File: config.mk
export PLATFORM = sky130hd
export DESIGN_NAME = snake_motion_ctrl
export DESIGN_NICKNAME = d
export VERILOG_FILES = /design/src/rtl/snake_pkg.sv /design/src/rtl/snake_edge_tick.sv /design/src/rtl/snake_motion_ctrl.sv
export SDC_FILE = /design/constraint.sdc
export NUM_CORES = 1
export LEC_CHECK = 0
export BUFFER_PORTS_ARGS = -buffer_cell sky130_fd_sc_hd__buf_2
export CORE_MARGIN = 8
export CORE_UTILIZATION = 50
export DETAILED_ROUTE_END_ITERATION = 7
export PLACE_DENSITY = 0.76
export SYNTH_ARGS = -nofsm -noshare
export SYNTH_HDL_FRONTEND = slang
export SYNTH_SLANG_ARGS = --single-unit
File: constraint.sdc
create_clock -name clk -period 5 [get_ports clk]
set_clock_uncertainty 0.05 [all_clocks]
set_input_delay 0 -clock clk [delete_from_list [all_inputs] [get_ports clk]]
set_output_delay 0 -clock clk [all_outputs]
set_load 0.01 [all_outputs]
File: src/rtl/snake_pkg.sv
// Shared snake-game types: direction and FSM encodings, default playfield
// size (also used by the renderer and food generator), direction helper.
package snake_pkg;

    typedef enum logic [1:0] {
        DIR_UP    = 2'd0,
        DIR_DOWN  = 2'd1,
        DIR_LEFT  = 2'd2,
        DIR_RIGHT = 2'd3
    } dir_t;

    typedef enum logic [1:0] {
        ST_IDLE = 2'd0,
        ST_RUN  = 2'd1,
        ST_DEAD = 2'd2
    } state_t;

    localparam int SNAKE_GRID_W = 16;
    localparam int SNAKE_GRID_H = 12;

    // Opposite heading; a request for it would fold the snake onto its neck.
    function automatic dir_t reverse_dir(input dir_t d);
        case (d)
            DIR_UP:   return DIR_DOWN;
            DIR_DOWN: return DIR_UP;
            DIR_LEFT: return DIR_RIGHT;
            default:  return DIR_LEFT;
        endcase
    endfunction

endpackage

File: src/rtl/snake_edge_tick.sv
// Rising-edge detector for the divided game clock. step_clk is already in the
// clk domain, so one register is enough; tick is high for the single clk cycle
// in which step_clk is seen high after having been low.
module snake_edge_tick (
    input  logic clk,
    input  logic reset,
    input  logic step_clk,
    output logic tick
);

    logic step_clk_q_reg;

    // Remember the previous step_clk level.
    always_ff @(posedge clk or posedge reset) begin
        if (reset) begin
            step_clk_q_reg <= 1'b0;
        end else begin
            step_clk_q_reg <= step_clk;
        end
    end

    assign tick = step_clk & ~step_clk_q_reg;

endmodule

File: src/rtl/snake_motion_ctrl.sv
// Snake motion controller: turns each step_clk rising edge into one move of
// the snake, latches direction requests, applies growth and detects
// collisions. Segment 0 is the head; segments at index >= len are stale.
// Optional macro SNAKE_WRAP_EN: when defined the playfield edges wrap around
// and only self-collision ends the game.
module snake_motion_ctrl
    import snake_pkg::*;
#(
    parameter int GRID_W   = SNAKE_GRID_W,
    parameter int GRID_H   = SNAKE_GRID_H,
    parameter int MAX_LEN  = 16,
    parameter int INIT_LEN = 3,
    localparam int XW = $clog2(GRID_W),
    localparam int YW = $clog2(GRID_H),
    localparam int IW = $clog2(MAX_LEN),
    localparam int LW = $clog2(MAX_LEN + 1)
) (
    input  logic          clk,
    input  logic          reset,
    input  logic          step_clk,
    input  logic          start,
    input  logic          btn_up,
    input  logic          btn_down,
    input  logic          btn_left,
    input  logic          btn_right,
    input  logic          grow,
    input  logic [IW-1:0] rd_idx,
    output logic [XW-1:0] rd_x,
    output logic [YW-1:0] rd_y,
    output logic          rd_valid,
    output logic [XW-1:0] head_x,
    output logic [YW-1:0] head_y,
    output logic [LW-1:0] len,
    output logic          running,
    output logic          game_over,
    output logic          step_done
);

`ifdef SNAKE_WRAP_EN
    localparam bit WRAP_EN = 1'b1;
`else
    localparam bit WRAP_EN = 1'b0;
`endif

    localparam logic [XW-1:0] X_MAX = XW'(GRID_W - 1);
    localparam logic [YW-1:0] Y_MAX = YW'(GRID_H - 1);

    state_t state_reg, state_next;
    dir_t   dir_reg, next_dir_reg, btn_dir;
    logic   btn_any;

    logic [LW-1:0] len_reg;
    logic          grow_pend_reg;
    logic          step_done_reg;

    logic tick;
    logic do_init, move_try, move_ok;
    logic grow_eff, growing;
    logic at_edge, wall_hit, self_hit;

    logic [XW-1:0] nh_x;
    logic [YW-1:0] nh_y;

    logic [MAX_LEN-1:0][XW-1:0] seg_x;
    logic [MAX_LEN-1:0][YW-1:0] seg_y;
    logic [MAX_LEN-1:0]         seg_hit;

    snake_edge_tick u_edge_tick (
        .clk      (clk),
        .reset    (reset),
        .step_clk (step_clk),
        .tick     (tick)
    );

    // Growth requested for this move: a pending pulse or one arriving with the tick.
    assign grow_eff = grow_pend_reg | (grow & (state_reg == ST_RUN));
    assign growing  = grow_eff & (len_reg < LW'(MAX_LEN));

    // State register.
    always_ff @(posedge clk or posedge reset) begin
        if (reset) begin
            state_reg <= ST_IDLE;
        end else begin
            state_reg <= state_next;
        end
    end

    // Next state plus the init / move strobes.
    always_comb begin
        state_next = state_reg;
        do_init    = 1'b0;
        move_try   = 1'b0;
        case (state_reg)
            ST_IDLE, ST_DEAD: begin
                if (start) begin
                    do_init    = 1'b1;
                    state_next = ST_RUN;
                end
            end
            ST_RUN: begin
                if (tick) begin
                    move_try = 1'b1;
                    if (wall_hit || self_hit) begin
                        state_next = ST_DEAD;
                    end
                end
            end
            default: state_next = ST_IDLE;
        endcase
    end

    assign move_ok = move_try & ~wall_hit & ~self_hit;

    // Button priority: up > down > left > right.
    always_comb begin
        btn_any = btn_up | btn_down | btn_left | btn_right;
        btn_dir = DIR_RIGHT;
        if (btn_up) begin
            btn_dir = DIR_UP;
        end else if (btn_down) begin
            btn_dir = DIR_DOWN;
        end else if (btn_left) begin
            btn_dir = DIR_LEFT;
        end
    end

    // Direction latch: accept any non-reversing request, commit it on a move.
    always_ff @(posedge clk or posedge reset) begin
        if (reset) begin
            dir_reg      <= DIR_RIGHT;
            next_dir_reg <= DIR_RIGHT;
        end else if (do_init) begin
            dir_reg      <= DIR_RIGHT;
            next_dir_reg <= DIR_RIGHT;
        end else begin
            if (btn_any && (btn_dir != reverse_dir(dir_reg))) begin
                next_dir_reg <= btn_dir;
            end
            if (move_try) begin
                dir_reg <= next_dir_reg;
            end
        end
    end

    // Candidate head cell one step along next_dir, with the wrapped value at an edge.
    always_comb begin
        nh_x    = seg_x[0];
        nh_y    = seg_y[0];
        at_edge = 1'b0;
        case (next_dir_reg)
            DIR_UP: begin
                if (seg_y[0] == '0) begin
                    at_edge = 1'b1;
                    nh_y    = Y_MAX;
                end else begin
                    nh_y = seg_y[0] - 1'b1;
                end
            end
            DIR_DOWN: begin
                if (seg_y[0] == Y_MAX) begin
                    at_edge = 1'b1;
                    nh_y    = '0;
                end else begin
                    nh_y = seg_y[0] + 1'b1;
                end
            end
            DIR_LEFT: begin
                if (seg_x[0] == '0) begin
                    at_edge = 1'b1;
                    nh_x    = X_MAX;
                end else begin
                    nh_x = seg_x[0] - 1'b1;
                end
            end
            default: begin
                if (seg_x[0] == X_MAX) begin
                    at_edge = 1'b1;
                    nh_x    = '0;
                end else begin
                    nh_x = seg_x[0] + 1'b1;
                end
            end
        endcase
    end

    assign wall_hit = at_edge & ~WRAP_EN;
    assign self_hit = |seg_hit;

    // One register pair per segment; each takes its neighbour's cell on a move.
    for (genvar gi = 0; gi < MAX_LEN; gi++) begin : g_seg
        localparam bit              INIT_EN = (gi < INIT_LEN);
        localparam logic [XW-1:0]   INIT_X  = XW'(GRID_W / 2 - gi);
        localparam logic [YW-1:0]   INIT_Y  = YW'(GRID_H / 2);

        logic [XW-1:0] x_reg, src_x;
        logic [YW-1:0] y_reg, src_y;

        if (gi == 0) begin : g_head
            assign src_x = nh_x;
            assign src_y = nh_y;
        end else begin : g_body
            assign src_x = seg_x[gi-1];
            assign src_y = seg_y[gi-1];
        end

        // Load the start line on init, shift toward the tail on a clean move.
        always_ff @(posedge clk or posedge reset) begin
            if (reset) begin
                x_reg <= '0;
                y_reg <= '0;
            end else if (do_init) begin
                if (INIT_EN) begin
                    x_reg <= INIT_X;
                    y_reg <= INIT_Y;
                end
            end else if (move_ok) begin
                x_reg <= src_x;
                y_reg <= src_y;
            end
        end

        assign seg_x[gi] = x_reg;
        assign seg_y[gi] = y_reg;

        // The tail only blocks the head when it stays put because the snake grows.
        assign seg_hit[gi] = (gi != 0) && (x_reg == nh_x) && (y_reg == nh_y) &&
                             ((gi + 2 <= int'(len_reg)) ||
                              ((gi + 1 == int'(len_reg)) && growing));
    end

    // Length, pending growth and the move-complete pulse.
    always_ff @(posedge clk or posedge reset) begin
        if (reset) begin
            len_reg       <= '0;
            grow_pend_reg <= 1'b0;
            step_done_reg <= 1'b0;
        end else begin
            step_done_reg <= move_ok;
            if (do_init) begin
                len_reg       <= LW'(INIT_LEN);
                grow_pend_reg <= 1'b0;
            end else if (move_try) begin
                grow_pend_reg <= 1'b0;
                if (move_ok && growing) begin
                    len_reg <= len_reg + 1'b1;
                end
            end else if (grow && (state_reg == ST_RUN)) begin
                grow_pend_reg <= 1'b1;
            end
        end
    end

    assign rd_x      = seg_x[rd_idx];
    assign rd_y      = seg_y[rd_idx];
    assign rd_valid  = LW'(rd_idx) < len_reg;
    assign head_x    = seg_x[0];
    assign head_y    = seg_y[0];
    assign len       = len_reg;
    assign running   = (state_reg == ST_RUN);
    assign game_over = (state_reg == ST_DEAD);
    assign step_done = step_done_reg;

endmodule
### Word level (Yosys, flattened, before mapping)

Cells that the tools add are included.

| storage, ports and cells | value |
|---|---|
| logic and storage cells | 262 |
| output and inout bits | 25 |
| bits of input ports | 13 |
| memory bits (writable) | 0 |
| register bits | 142 |
| bits in read-only memories | 0 |
| bits in latches | 0 |
| memories | 0 |

| operators by class | value |
|---|---|
| shift-type cells | 0 |
| $lt $le $gt $ge | 18 |
| div/mod/pow operators | 0 |
| eq/ne operators | 57 |
| multiplexer cells | 50 |
| bitwise operators | 13 |
| add/subtract/negate cells | 5 |
| multiply operators | 0 |
| reduce and logical (&&, ||, !) cells | 80 |

Operators by type and width:

| operator | count |
|---|---|
| 4-bit equality test | 30 |
| 4-bit two-way mux | 18 |
| 1-bit logical AND | 48 |
| 5-bit equality test, first input constant | 9 |
| 4-bit by 5-bit <= comparator with 1-bit output, first input constant | 8 |
| 4-bit binary-select mux with 4-bit select | 2 |
| 4-bit by 5-bit equality test with 1-bit output, first input constant | 4 |
| 3-bit by 5-bit <= comparator with 1-bit output, first input constant | 4 |
| 2-bit two-way mux | 10 |
| 1-bit logical OR | 16 |
| 4-bit one-hot mux with 2 select lines | 2 |
| 5-bit two-way mux | 3 |
| 15-bit OR reduction | 1 |
| 1-bit two-way mux | 12 |
| 3-bit by 5-bit equality test with 1-bit output, first input constant | 2 |
| 5-bit <= comparator, first input constant | 2 |
| 4-bit by 1-bit adder with 4-bit output, second input constant | 2 |
| 4-bit equality test, second input constant | 2 |
| 4-bit logical NOT | 2 |
| 2-bit nonzero test | 4 |
| 4-bit by 1-bit subtractor with 4-bit output, second input constant | 2 |
| 2-bit by 1-bit equality test with 1-bit output, second input constant | 3 |
| 2-bit equality test, second input constant | 3 |
| 2-bit logical NOT | 3 |
| 18 further kinds | 31 |

### Depth between registers and ports, before layout

| logic depth | value |
|---|---|
| word-level depth | 14 |
| mapped depth | 18 |
| gate-level depth less buffers | 13 |

### Cells and area by module

From an unflattened synthesis, not the netlist that was laid out.

| unflattened totals | value |
|---|---|
| cells, all modules | 830 |
| area, all modules | 9312.7 µm² |

Modules (own cells, without submodules):

| module | sequential area each (µm²) | instances | cells an instance | area each (µm²) |
|---|---|---|---|---|
| snake_motion_ctrl | 3533.4 | 1 | 827 | 9270.1 |
| snake_edge_tick | 25.0 | 1 | 3 | 42.5 |

### Least setup slack after synthesis

Ideal clock, no wire load.

| path | value |
|---|---|
| kind | flip-flop to flip-flop |
| start | reg g_seg[0].x_reg[1] (netlist: head_x[1]) |
| end | reg g_seg[1].y_reg[0] |
| stages on the path, launching flop included | 18 |
| data arrival time | 3.874 ns |
| path slack | 0.944 ns |
| clock period less this slack | 4.056 ns |
| data required time | 4.819 ns |
| buffers on the path | 4 |
| setup time | 0.131 ns |
| cell sequence | dfrtp_1 -> buf_2 -> buf_1 -> inv_1 -> ha_1 -> xnor2_2 -> xnor2_1 -> a32oi_1 -> a2111oi_0 -> nand4_1 -> a2111oi_0 -> nor4_2 -> nand4_4 -> inv_2 -> buf_4 -> buf_4 -> nand2_1 -> o31ai_1 |

| on the way | value |
|---|---|
| word-level cells in the longest chain between the ends | 10 |
| elaborated cells between the ends (all ways) | 61 |
| classes of those cells | 2 x add/sub; 16 x eq/ne; 6 x mux; 4 x bitwise; 33 x reduce/logical |

RTL lines:

| what | line | RTL |
|---|---|---|
| start: declaration | snake_motion_ctrl.sv:195 | `logic [XW-1:0] x_reg, src_x;` |
| start signal: assignment | snake_motion_ctrl.sv:217 | `x_reg <= src_x;` |
| 4-bit by 1-bit adder with 4-bit output (tied with other cells) | snake_motion_ctrl.sv:180 | `nh_x = seg_x[0] + 1'b1;` |
| 4-bit two-way mux (on tied branches) | snake_motion_ctrl.sv:176, snake_motion_ctrl.sv:168 |  |
| 4-bit one-hot mux with 2 select lines | snake_motion_ctrl.sv:150 | `case (next_dir_reg)` |
| 4-bit equality test | snake_motion_ctrl.sv:226 | `assign seg_hit[gi] = (gi != 0) && (x_reg == nh_x) && (y_reg == nh_y) &&` |
| 1-bit logical AND (2 in series) | snake_motion_ctrl.sv:226 |  |
| 15-bit OR reduction | snake_motion_ctrl.sv:187 | `assign self_hit = \|seg_hit;` |
| 1-bit inverter | snake_motion_ctrl.sv:112 | `assign move_ok = move_try & ~wall_hit & ~self_hit;` |
| 1-bit AND (*) | snake_motion_ctrl.sv:112 |  |
| 2-bit nonzero test (no source line) (*) | -- |  |
| end signal: assignment | snake_motion_ctrl.sv:218 | `y_reg <= src_y;` |
| end: declaration | snake_motion_ctrl.sv:196 | `logic [YW-1:0] y_reg, src_y;` |

Mark *: on every way between the ends. The rest lies on a longest branch, timed or not.
A chain may end at the register's enable or synchronous reset.

### Worst setup path after layout

| path | value |
|---|---|
| start | reg g_seg[0].y_reg[0] (netlist: head_y[0]) |
| end | reg g_seg[2].x_reg[1] |

| on the way | value |
|---|---|
| word-level cells in the longest chain between the ends | 10 |
| elaborated cells between the ends (all ways) | 61 |
| classes of those cells | 2 x add/sub; 16 x eq/ne; 6 x mux; 4 x bitwise; 33 x reduce/logical |

RTL lines:

| what | line | RTL |
|---|---|---|
| start: declaration | snake_motion_ctrl.sv:196 |  |
| start signal: assignment | snake_motion_ctrl.sv:218 |  |
| 4-bit by 1-bit adder with 4-bit output (tied with other cells) | snake_motion_ctrl.sv:164 | `nh_y = seg_y[0] + 1'b1;` |
| 4-bit two-way mux (on tied branches) | snake_motion_ctrl.sv:160, snake_motion_ctrl.sv:152 |  |
| 4-bit one-hot mux with 2 select lines | snake_motion_ctrl.sv:150 |  |
| 4-bit equality test | snake_motion_ctrl.sv:226 |  |
| 1-bit logical AND (2 in series) | snake_motion_ctrl.sv:226 |  |
| 15-bit OR reduction | snake_motion_ctrl.sv:187 |  |
| 1-bit inverter | snake_motion_ctrl.sv:112 |  |
| 1-bit AND (*) | snake_motion_ctrl.sv:112 |  |
| 2-bit nonzero test (no source line) (*) | -- |  |
| end signal: assignment | snake_motion_ctrl.sv:217 |  |
| end: declaration | snake_motion_ctrl.sv:195 |  |

Marked as above.

==> impl_metrics.prom <==
# TYPE chip_impl_metric gauge
chip_impl_metric{name="sw_ratio",unit=""} 0.485
chip_impl_metric{name="tritoncts_num_sinks",unit=""} 142
chip_impl_metric{name="irDropWorstVdd",unit="mV"} 0.353
chip_impl_metric{name="ant_nets",unit=""} 0
chip_impl_info{name="top_layer",value="met5"} 1
chip_impl_info{name="worst_setup_path_end_kind",value="register"} 1
chip_impl_metric{name="remaining_drc_errors",unit=""} 0
chip_impl_metric{name="antenna_violations_before_repair",unit=""} 1
chip_impl_metric{name="route.met3.wl",unit="mm"} 3.06
chip_impl_metric{name="drv_slew",unit=""} 0
chip_impl_metric{name="viasPerCell",unit=""} 6.20
chip_impl_metric{name="synth_top_cell_area_share",unit=""} 0.352
chip_impl_metric{name="power.net_switching",unit="mW"} 3.92
chip_impl_metric{name="timing_worst_slew_pin_value",unit="ps"} 1130
chip_impl_metric{name="gp_congestion",unit=""} 1.02
chip_impl_metric{name="met2_length",unit="mm"} 13.7
chip_impl_metric{name="portBuffers",unit=""} 37
chip_impl_metric{name="die-area",unit="µm²"} 24400
chip_impl_metric{name="power.internal",unit="mW"} 4.16
chip_impl_metric{name="syn_avg_cell_area",unit="µm²"} 8.90
chip_impl_metric{name="logic_depth_of_the_worst_register_to_register_path",unit=""} 13
chip_impl_metric{name="cp_data_arrival_time",unit="ps"} 4820
chip_impl_metric{name="globalRouteTotalUtil",unit=""} 0.263
chip_impl_metric{name="timing.final.crit_share",unit=""} 0.910
chip_impl_info{name="synth.area.top_cells",value="sky130_fd_sc_hd__dfrtp_1, sky130_fd_sc_hd__nand2_1, sky130_fd_sc_hd__mux4_2"} 1
chip_impl_metric{name="effective_utilization_at_floorplan",unit=""} 0.507
chip_impl_metric{name="slew_headroom",unit=""} 0.228
chip_impl_metric{name="adder_cell_fraction_of_synth_area",unit=""} 0.0153
chip_impl_metric{name="cp.required",unit="ps"} 5270
chip_impl_metric{name="final-setup-viol-count",unit=""} 0
chip_impl_info{name="status",value="completed"} 1
chip_impl_metric{name="drt-wirelength-per-cell",unit="µm"} 22.3
chip_impl_metric{name="std_cell_rows",unit=""} 51
chip_impl_metric{name="postLayoutCoreUtil",unit=""} 0.561
chip_impl_metric{name="die_x",unit="µm"} 156
chip_impl_metric{name="coreArea",unit="µm²"} 19300
chip_impl_metric{name="totalNegativeSetupSlack",unit="ps"} 0
chip_impl_metric{name="p_comb_frac",unit=""} 0.532
chip_impl_metric{name="syn-instance-count",unit=""} 1102
chip_impl_metric{name="final_hold_viol_count",unit=""} 0
chip_impl_info{name="timing.setup.critical_path_class",value="reg -> reg"} 1
chip_impl_metric{name="final_cell_area",unit="µm²"} 10900
chip_impl_metric{name="fraction_of_the_mapped_netlist_area_in_compound_gates",unit=""} 0.129
chip_impl_metric{name="drt_iter0_markers",unit=""} 1104
chip_impl_metric{name="h-tree-depth",unit=""} 4
chip_impl_metric{name="critical_path_fanout_max",unit=""} 82
chip_impl_metric{name="grt_pass1_wl",unit="mm"} 49.1
chip_impl_info{name="cts.root.buffer_cell",value="sky130_fd_sc_hd__clkbuf_16"} 1
chip_impl_metric{name="yosysWarnings",unit=""} 0
chip_impl_info{name="r2r-end",value="g_seg[2].x_reg[1]$_DFFE_PP0P_"} 1
chip_impl_metric{name="share_of_layout_cells_above_drive_strength_1",unit=""} 0.144
chip_impl_info{name="netlist.top_cell.by_area",value="sky130_fd_sc_hd__dfrtp_1"} 1
chip_impl_info{name="ys_dominant_reg_cell",value="sky130_fd_sc_hd__dfrtp_1"} 1
chip_impl_metric{name="clk_transition_reported_paths",unit="ps"} 70
chip_impl_metric{name="reg_to_reg_setup_timing_slack",unit="ps"} 450
chip_impl_metric{name="first_global_vias",unit=""} 8299
chip_impl_info{name="hold_path_class",value="in -> async"} 1
chip_impl_metric{name="muxShareOfSynthArea",unit=""} 0.102
chip_impl_info{name="crit_start",value="head_y[0]$_DFFE_PP0P_"} 1
chip_impl_metric{name="via_count",unit=""} 8647
chip_impl_metric{name="synth_edf_count",unit=""} 0
chip_impl_metric{name="post_cts.repair.setup_buffers",unit=""} 0
chip_impl_metric{name="max_cap_viol_count",unit=""} 0
chip_impl_info{name="synth_top_family_by_area",value="simple AND/OR/NAND/NOR gates"} 1
chip_impl_info{name="setup.worst_path.start_class",value="register"} 1
chip_impl_info{name="crit_path_end",value="g_seg[2].x_reg[1]$_DFFE_PP0P_"} 1
chip_impl_metric{name="die_height",unit="µm"} 156
chip_impl_metric{name="area.growth.synth_to_final",unit="%"} 10.6
chip_impl_metric{name="sequentialPowerShare",unit=""} 0.305
chip_impl_metric{name="io_pins",unit=""} 38
chip_impl_metric{name="drt_pre_antenna_iters",unit=""} 6
chip_impl_metric{name="fraction_of_synthesized_cell_area_in_xor_and_xnor_cells",unit=""} 0.116
chip_impl_metric{name="insertedDiodeCount",unit=""} 0
chip_impl_metric{name="finalNetCount",unit=""} 1142
chip_impl_metric{name="placed_cell_area",unit="µm²"} 10200
chip_impl_metric{name="synth.ff_latch_count",unit=""} 142
chip_impl_metric{name="seq_area_frac_synth",unit=""} 0.363
chip_impl_metric{name="async_reset_ff_frac",unit=""} 1.00
chip_impl_metric{name="insertion_delay",unit="ps"} 450
chip_impl_metric{name="total_wire_length",unit="mm"} 31.1
chip_impl_info{name="rsz0062_at_grt",value="false"} 1
chip_impl_metric{name="dp.final_hpwl",unit="mm"} 21.9
chip_impl_metric{name="p_per_area",unit="nW/µm²"} 745
chip_impl_metric{name="wirelength_met1",unit="mm"} 13.0
chip_impl_metric{name="grt_max_degree",unit=""} 117
chip_impl_metric{name="clock_group_share_of_total_power",unit=""} 0.163
chip_impl_metric{name="finalHoldWorstSlack",unit="ps"} 196
chip_impl_metric{name="fmax_achieved",unit="MHz"} 220
chip_impl_metric{name="num_cts_buffers",unit=""} 17
chip_impl_metric{name="grt_remaining_overflow",unit=""} 0
chip_impl_metric{name="syn_area",unit="µm²"} 9810
chip_impl_metric{name="cts_buffer_depth",unit=""} 2
chip_impl_info{name="crit-reg2reg-launch",value="head_y[0]$_DFFE_PP0P_"} 1
chip_impl_metric{name="syn_nets",unit=""} 1127
chip_impl_metric{name="period_minus_slack",unit="ps"} 4550
chip_impl_metric{name="power.leakage",unit="nW"} 4.92
chip_impl_info{name="clock_tree_from_tritoncts",value="done"} 1
chip_impl_metric{name="synth_cell_types",unit=""} 83
chip_impl_metric{name="fraction_of_the_mapped_netlist_area_in_simple_logic_gates",unit=""} 0.225
==> Yosys cell counts (all sizes together), types with 7 or more instances <==
cell type and count:
nand3 15, mux2i 7, o31ai 12, a21oi 27, mux4 40, nor4 11
nand2 349, clkbuf 24, a211oi 10, o21ai 50, buf 52, xnor2 73
ha 12, nor3 19, inv 26, a2111oi 12, a31oi 8, nor2 38
nand4 12, xor2 42, dfrtp 138
==> logic make-up after synthesis <==
logic type | Yosys count
compound gates | 182
xor+xnor | 120
fa+ha+maj | 12
buf+inv | 103
flops | 142
mux | 49
simple gates | 494
==> per-stage QoR <==
step           std cells  power [mW]  worst slack [ps]
2_1_floorplan       1102        5.21               944
3_3_place_gp        1355        6.53               589
3_5_place_dp        1355        6.60               517
4_1_cts             1395        7.96               504
5_1_grt             1395        8.49               230
6_report            1395        8.08               448
==> metal layers <==
layer  vias to the layer above  GRT usage
li1                       3858          -
met1                      4175      0.360
met2                       524      0.389
met3                        88     0.0579
met4                         2      0.128
met5                         -          0
==> area by class of cell <==
cell class	instances	area (µm²)
multi-input cells	857	5760
clock inverters	15	173
clock buffers	17	425
fillers	1748	8480
inverters	27	109
repair buffers	72	493
flip-flops and latches	142	3560
well taps	265	332
==> critical path, cell delays in order (launching register included) <==
cell and delay, ps:
sky130_fd_sc_hd__dfrtp_1 380, sky130_fd_sc_hd__inv_1 230, sky130_fd_sc_hd__ha_1 280, sky130_fd_sc_hd__or3b_1 360, sky130_fd_sc_hd__and4_4 220, sky130_fd_sc_hd__nor3_4 550, sky130_fd_sc_hd__buf_4 280, sky130_fd_sc_hd__xor2_1 210
sky130_fd_sc_hd__nor4bb_1 120, sky130_fd_sc_hd__nor4_2 430, sky130_fd_sc_hd__nand4_4 190, sky130_fd_sc_hd__inv_4 530, sky130_fd_sc_hd__buf_12 380, sky130_fd_sc_hd__o21ai_1 130
==> layout by cell type, fill, tap and decap left out, drive strengths merged, types with 5 or more instances in the layout <==
cell	n
a21oi	27
and3	6
o22ai	5
o21a	6
a211oi	10
xnor2	73
nor4	11
nand2	349
nand2b	6
xnor3	5
clkinvlp	5
buf	64
nor3	19
a22oi	5
clkbuf	17
ha	12
mux4	40
inv	34
a2111oi	12
nor2b	5
dlygate4sd3	8
xor2	42
o31ai	12
mux2i	7
dfrtp	138
a31oi	8
o2111ai	5
nand4	12
o21ai	50
nand3	15
nor2	38
==> worst min-delay path by stage <==
stage,depth (start not counted),startpoint,endpoint
2_1_floorplan,0,step_clk,u_edge_tick.step_clk_q_reg$_DFF_PP0_
3_3_place_gp,1,step_clk,u_edge_tick.step_clk_q_reg$_DFF_PP0_
3_5_place_dp,1,step_clk,u_edge_tick.step_clk_q_reg$_DFF_PP0_
4_1_cts,2,step_clk,u_edge_tick.step_clk_q_reg$_DFF_PP0_
5_1_grt,2,step_clk,u_edge_tick.step_clk_q_reg$_DFF_PP0_
6_report,3,reset,g_seg[12].x_reg[1]$_DFFE_PP0P_
==> power by group through the flow <==
stage                     Sequential (mW)  Combinational, mW  Clock, mW
final                                2.47               4.30       1.32
after global routing                 2.52               4.59       1.37
after CTS                            2.43               4.20       1.33
after detailed placement             2.44               4.16          0
after global placement               2.42               4.11          0
after floorplan                      2.07               3.15          0
==> timing repair <==
action | 4_1_cts | 5_1_grt
hold buffers | 8 | 0
endpoints found under the hold margin | 84 | 0
resized for setup | 0 | 0
setup endpoints to repair | 0 | 0
(Power assumes the default switching activity.)
